File: src/rtl/fwd_select_stage_if.sv
// Bus bundle for fwd_select_stage: operand sources and pipeline control in,
// registered operand and status out.
interface fwd_select_stage_if #(
  parameter int unsigned WIDTH = 32,
  parameter int unsigned NSRC  = 3
);
  localparam int unsigned SEL_W = $clog2(NSRC);

  logic                    In_Valid;
  logic [NSRC*WIDTH-1:0]   In_Data;
  logic [SEL_W-1:0]        Control;
  logic                    Stall;
  logic                    Flush;
  logic [WIDTH-1:0]        Output;
  logic                    Out_Valid;
  logic                    Sel_Err;
  logic [15:0]             Fwd_Count;

  // Upstream side: drives sources and control, observes the stage.
  modport master (
    output In_Valid, In_Data, Control, Stall, Flush,
    input  Output, Out_Valid, Sel_Err, Fwd_Count
  );

  // Stage side.
  modport slave (
    input  In_Valid, In_Data, Control, Stall, Flush,
    output Output, Out_Valid, Sel_Err, Fwd_Count
  );
endinterface

File: src/rtl/fwd_select_stage.sv
// Operand-forwarding select stage: picks one of NSRC sources (0 = register
// file, 1..NSRC-1 = bypasses) and registers it with valid/stall/flush control.
// Out-of-range selects fall back to source 0 and set a sticky error flag.
// Optional feature macro: FWD_SELECT_COUNT_EN builds the saturating
// forwarding-event counter; otherwise Fwd_Count is tied to zero.
module fwd_select_stage #(
  parameter int unsigned WIDTH = 32,
  parameter int unsigned NSRC  = 3
) (
  input  logic                 Clk,
  input  logic                 Rst,
  fwd_select_stage_if.slave    bus
);
  localparam int unsigned SEL_W   = $clog2(NSRC);
  localparam int unsigned CNT_W   = 16;
  localparam logic [CNT_W-1:0] CNT_MAX = '1;

  logic [WIDTH-1:0] sel_data_c;
  logic             sel_legal_c;
  logic             sel_bypass_c;
  logic             accept_c;

  logic [WIDTH-1:0] out_q, out_d;
  logic             out_valid_q, out_valid_d;
  logic             sel_err_q, sel_err_d;

  // Source select: any select outside 0..NSRC-1 resolves to the register file.
  always_comb begin
    sel_data_c = bus.In_Data[WIDTH-1:0];
    for (int k = 1; k < int'(NSRC); k++) begin
      if (bus.Control == SEL_W'(k)) begin
        sel_data_c = bus.In_Data[k*WIDTH +: WIDTH];
      end
    end
  end

  // Transfer qualifiers shared by the data path, error flag and counter.
  always_comb begin
    sel_legal_c  = (32'(bus.Control) < NSRC);
    sel_bypass_c = sel_legal_c && (bus.Control != '0);
    accept_c     = bus.In_Valid && !bus.Stall && !bus.Flush;
  end

  // Next-state for the stage register: flush beats stall beats normal update.
  always_comb begin
    out_d       = out_q;
    out_valid_d = out_valid_q;
    sel_err_d   = sel_err_q;
    if (bus.Flush) begin
      out_d       = '0;
      out_valid_d = 1'b0;
    end else if (!bus.Stall) begin
      out_valid_d = bus.In_Valid;
      if (bus.In_Valid) begin
        out_d = sel_data_c;
      end
    end
    if (accept_c && !sel_legal_c) begin
      sel_err_d = 1'b1;
    end
  end

  // Stage register with synchronous active-low reset.
  always_ff @(posedge Clk) begin
    if (!Rst) begin
      out_q       <= '0;
      out_valid_q <= 1'b0;
      sel_err_q   <= 1'b0;
    end else begin
      out_q       <= out_d;
      out_valid_q <= out_valid_d;
      sel_err_q   <= sel_err_d;
    end
  end

  assign bus.Output    = out_q;
  assign bus.Out_Valid = out_valid_q;
  assign bus.Sel_Err   = sel_err_q;

`ifdef FWD_SELECT_COUNT_EN
  logic [CNT_W-1:0] fwd_count_q, fwd_count_d;

  // Count accepted bypass selections, saturating at all-ones.
  always_comb begin
    fwd_count_d = fwd_count_q;
    if (accept_c && sel_bypass_c && (fwd_count_q != CNT_MAX)) begin
      fwd_count_d = fwd_count_q + CNT_W'(1);
    end
  end

  // Counter register with synchronous active-low reset.
  always_ff @(posedge Clk) begin
    if (!Rst) begin
      fwd_count_q <= '0;
    end else begin
      fwd_count_q <= fwd_count_d;
    end
  end

  assign bus.Fwd_Count = fwd_count_q;
`else
  logic unused_bypass_c;

  // Bypass qualifier only feeds the counter; keep it referenced.
  always_comb unused_bypass_c = sel_bypass_c ^ CNT_MAX[0];

  assign bus.Fwd_Count = 16'h0000;
`endif

endmodule

File: src/flat_wrapper.sv
// flat-port wrapper written by rule: the top's interface ports become plain ports
module fwd_select_stage_flat 
#(
  parameter int unsigned WIDTH = 32,
  parameter int unsigned NSRC  = 3
)
  (Clk, Rst, bus_In_Valid, bus_In_Data, bus_Control, bus_Stall, bus_Flush, bus_Output, bus_Out_Valid, bus_Sel_Err, bus_Fwd_Count);
  fwd_select_stage_if #(.WIDTH(WIDTH), .NSRC(NSRC)) bus_i ();
  input  logic Clk;
  input  logic Rst;
  input wire logic [$bits(bus_i.In_Valid)-1:0] bus_In_Valid;
  input wire logic [$bits(bus_i.In_Data)-1:0] bus_In_Data;
  input wire logic [$bits(bus_i.Control)-1:0] bus_Control;
  input wire logic [$bits(bus_i.Stall)-1:0] bus_Stall;
  input wire logic [$bits(bus_i.Flush)-1:0] bus_Flush;
  output wire logic [$bits(bus_i.Output)-1:0] bus_Output;
  output wire logic [$bits(bus_i.Out_Valid)-1:0] bus_Out_Valid;
  output wire logic [$bits(bus_i.Sel_Err)-1:0] bus_Sel_Err;
  output wire logic [$bits(bus_i.Fwd_Count)-1:0] bus_Fwd_Count;
  assign bus_i.In_Valid = bus_In_Valid;
  assign bus_i.In_Data = bus_In_Data;
  assign bus_i.Control = bus_Control;
  assign bus_i.Stall = bus_Stall;
  assign bus_i.Flush = bus_Flush;
  assign bus_Output = bus_i.Output;
  assign bus_Out_Valid = bus_i.Out_Valid;
  assign bus_Sel_Err = bus_i.Sel_Err;
  assign bus_Fwd_Count = bus_i.Fwd_Count;
  fwd_select_stage #(.WIDTH(WIDTH), .NSRC(NSRC)) u_core (.Clk(Clk), .Rst(Rst), .bus(bus_i));
endmodule
File: config.mk
export PLATFORM = sky130hd
export DESIGN_NAME = fwd_select_stage_flat
export DESIGN_NICKNAME = d
export VERILOG_FILES = /design/src/rtl/fwd_select_stage_if.sv /design/src/rtl/fwd_select_stage.sv /design/src/flat_wrapper.sv
export SDC_FILE = /design/constraint.sdc
export NUM_CORES = 1
export LEC_CHECK = 0
export CAP_MARGIN = 20
export CORE_AREA = 2 2 106 57
export CTS_CLUSTER_SIZE = 10
export DETAILED_ROUTE_END_ITERATION = 10
export DIE_AREA = 0 0 108 59
export GPL_ROUTABILITY_DRIVEN = 1
export HOLD_SLACK_MARGIN = 0.05
export PLACE_DENSITY_LB_ADDON = 0.05
export SYNTH_ARGS = -nofsm -noshare
export SYNTH_HDL_FRONTEND = slang
export SYNTH_SLANG_ARGS = --single-unit
export TNS_END_PERCENT = 10
File: constraint.sdc
create_clock -name Clk -period 3.33 [get_ports Clk]
set_input_delay 0.666 -clock Clk [delete_from_list [all_inputs] [get_ports Clk]]
set_output_delay 0.666 -clock Clk [all_outputs]
set_load 0.05 [all_outputs]
==> run summary <==
TIMING
------------------------------------------------------------------------------------
Number of max-slew violations in the final report .....................            0
Maximum achievable frequency ..........................................      467 MHz
Worst Tran Pin Value ..................................................     0.629 ns
Unrepaired setup endpoints after global routing .......................        false
Final total negative setup slack ......................................         0 ns
Final Hold Vio Count ..................................................            0
Worst setup margin ....................................................      1.19 ns
Worst-case hold slack .................................................     0.469 ns
Setup clock skew after layout .........................................         0 ns
Number of failing setup endpoints in the final timing report ..........            0
Final min period ......................................................      2.14 ns
Final critical-path share of the clock period .........................        64.3%
Worst max-slew margin expressed relative to the limit .................        58.0%

ROUTING
------------------------------------------------------------------------------------
Antenna Violating Nets Remaining ......................................            0
Routed length per instance ............................................      15.5 um
Vias per cell .........................................................         5.09
Violation count after the first detailed-route iteration ..............           68
Total iterations of the first detailed-routing run ....................            4
Vias ..................................................................         2114
Total detailed-routing wirelength .....................................      6410 um
DRC violation count after routing .....................................            0

JOB
------------------------------------------------------------------------------------
Maxcap violations .....................................................            0

CRITICAL PATH
------------------------------------------------------------------------------------
Cell Chain, Critical Path ............................................. clkdlybuf4s50_1 > nor2b_4 > buf_12 > o21ai_0 > a211oi_1
Delay of the slowest cell on the worst path ...........................      0.57 ns
Worst endpoint data arrival time ......................................      2.32 ns
CP Data Required Time .................................................      3.51 ns
Slack of the worst reg-to-reg path ....................................      2.52 ns
Max FO, Critical Path .................................................           35
Kind of end point of the critical path ................................    flip-flop
Critical path launch point type .......................................    input pin
Worst Setup Path Type ................................................. input pin to flip-flop
Highest-delay cell along the critical path ............................      nor2b_4

FINAL LAYOUT
------------------------------------------------------------------------------------
Commonest non-fill, non-tap cell in the layout ........................ clkdlybuf4s50_1
Number of fill cells in the layout ....................................          477
Antenna cells .........................................................            0
Proportion of layout cells with a drive suffix above 1 ................        8.19%
Summed area of non-filler cells in the final layout ...................     3300 um2
Layout overhead on the synthesized area ...............................        78.1%
Number of nets in the final layout ....................................          444
Most frequent cells in the layout ..................................... 136 x clkdlybuf4s50_1, 34 x dfxtp_1, 29 x o22ai_1, 29 x nor3_1, 29 x o21ai_0

DIE
------------------------------------------------------------------------------------
Height of the chip ....................................................        59 um
Total Die Area ........................................................     6370 um2
Total number of placement rows ........................................           19
Die W .................................................................       108 um
Initial Utilization ...................................................        34.7%
Ports .................................................................          153
Core region area ......................................................     5350 um2

LOGIC SYNTHESIS
------------------------------------------------------------------------------------
Most instantiated flip-flop cell in the synthesis netlist .............      dfxtp_1
Sequential fraction of the synthesis area .............................        36.7%
Number of enable-type register cells in the synthesized netlist .......            0
Number of warnings issued by yosys ....................................            0
Cells taking the most area after synthesis ............................ dfxtp_1 37%, o22ai_1 9.8%, nor3_1 7.8%, o21ai_0 7.8%, a211oi_1 7.7%
Proportion of synthesized flip-flops having asynchronous set or reset .           0%
Netlist Area Pre-Place ................................................     1860 um2
Leading area contributor after synthesis ..............................      dfxtp_1
Post-synthesis sequential element count ...............................           34
Synthesized area per cell .............................................     8.63 um2
Mapped Cells ..........................................................          215
Proportion of netlist area held by the largest area contributor .......        36.7%
Netlist cell types ....................................................           23

GLOBAL ROUTE
------------------------------------------------------------------------------------
Vias in the first global route ........................................         2098
Total global-route track usage ........................................        19.6%
Global-route wire length before repair ................................      9770 um
GRT overflow ..........................................................            0
Antenna violations before repair ......................................            0
Maximum number of pins on one net before global-route repair ..........           36

CLOCKING
------------------------------------------------------------------------------------
H-tree levels .........................................................            2
Number of cells upsized or downsized after cts ........................            0
Buffers inserted by post-CTS timing repair ............................            0
CTS tree ..............................................................          yes
Num Clock Sinks .......................................................           34
Root Driver ...........................................................     clkbuf_8
Clock-pin slew on the worst setup and hold paths ......................      0.07 ns
Number of buffers created by CTS ......................................            5
Clock latency of the later-clocked register in the worst-skew pair ....      0.27 ns
Count of hold-fix buffers inserted at cts .............................            0
Buffers from clock root to sink, at most ..............................            2

PLACEMENT
------------------------------------------------------------------------------------
Placed cell area ......................................................     3210 um2
Worst slack, placed ...................................................     0.891 ns
Buffers added on ports ................................................          136
Last weighted congestion value of the routability-driven placer .......        0.730
Estimated wirelength of the detail-placed design ......................      4730 um

POWER
------------------------------------------------------------------------------------
Switch Pwr ............................................................       339 uW
Sw Ratio ..............................................................        31.0%
Leakage power figure ..................................................      1.15 nW
Power share of the clock group ........................................        28.6%
Logic pwr share .......................................................        32.2%
Internal power summed over all cells ..................................       754 uW
Ratio of total power to cell area .....................................   331 nW/um2
Part of the total power dissipated in sequential elements .............        39.1%
VDD IR max ............................................................       179 uV
Overall power after layout ............................................      1.09 mW

OUTCOME
------------------------------------------------------------------------------------
Result of the run ..................................................... complete, no violations

HOLD PATH
------------------------------------------------------------------------------------
Class of the most critical hold timing path ........................... flip-flop to flip-flop

[power groups by stage]
stage	registers (mW)	logic [mW]	clock network, mW
2_1_floorplan	0.484	0.146	0
3_3_place_gp	0.436	0.348	0
3_5_place_dp	0.437	0.352	0
4_1_cts	0.428	0.353	0.318
5_1_grt	0.429	0.373	0.342
6_report	0.428	0.353	0.313
[area by class of cell]
cell class	count	area, um2	area share [%]
Clock inverter	1	5.00	0.151
Clock buffer	7	86.3	2.61
Multi-Input combinational cell	157	1010	30.7
Tap cell	73	91.3	2.76
Timing Repair Buffer	143	1430	43.2
Sequential cell	34	681	20.6
[final timing paths]
check / startpoint / endpoint / cells after the start
hold reg to reg: u_core.bus.Out_Valid / u_core.bus.Out_Valid / 2
setup reg to reg: u_core.bus.Output[31] / u_core.bus.Output[31] / 2
hold / removal: u_core.bus.Out_Valid / u_core.bus.Out_Valid / 2
setup / recovery: bus_In_Valid / u_core.bus.Output[21] / 5
[sequential cells by signal (all words and copies together), names as in the netlist]
name                  count
u_core.bus.Sel_Err        1
u_core.bus.Out_Valid      1
u_core.bus.Output        32
[cells in the mapped netlist (2+ instances only)]
| cell | n |
|---|---|
| dfxtp_1 | 34 |
| nor3_1 | 29 |
| o21ai_0 | 29 |
| o22ai_1 | 29 |
| a211oi_1 | 19 |
| buf_4 | 19 |
| buf_2 | 13 |
| a211oi_2 | 10 |
| clkbuf_1 | 7 |
| mux2_1 | 5 |
| nand2b_1 | 4 |
| a222oi_1 | 3 |
| nor2_1 | 3 |
| nor2b_1 | 2 |
[through the flow]
| step | utilization, % | instances |
|---|---|---|
| finish | 61.8 | 415 |
| floorplan | - | 230 |
| CTS | 61.8 | 415 |
| global route | 61.8 | 415 |
| global placement | 60.1 | 407 |
| detailed placement | 60.1 | 407 |
[layer usage]
metal	track usage (%)	part of all wire, %	vias up
li1	-	-	1047
met1	22.1	42	983
met2	37.5	49	82
met4	1.65	0.30	0
met5	0	0	-
met3	7.36	9.0	2
[critical path: cells and delay by family]
family	cells	cell delay (ns)
buffers and inverters	2	0.77
AND/OR/NAND/NOR	1	0.57
AO/OA/AOI/OAI	2	0.29
[cell families (layout without fill, tap and decap cells)]
kind of cell	after synthesis	after routing	synth area share, %
xor+xnor	1	1	0.472
other cells	1	16	0.202
simple gates	42	42	12.1
mux	6	6	3.64
compound gates	92	92	34.3
buf+inv	39	151	12.6
flops	34	34	36.7
Note: power is estimated with default switching activity, not from simulation.
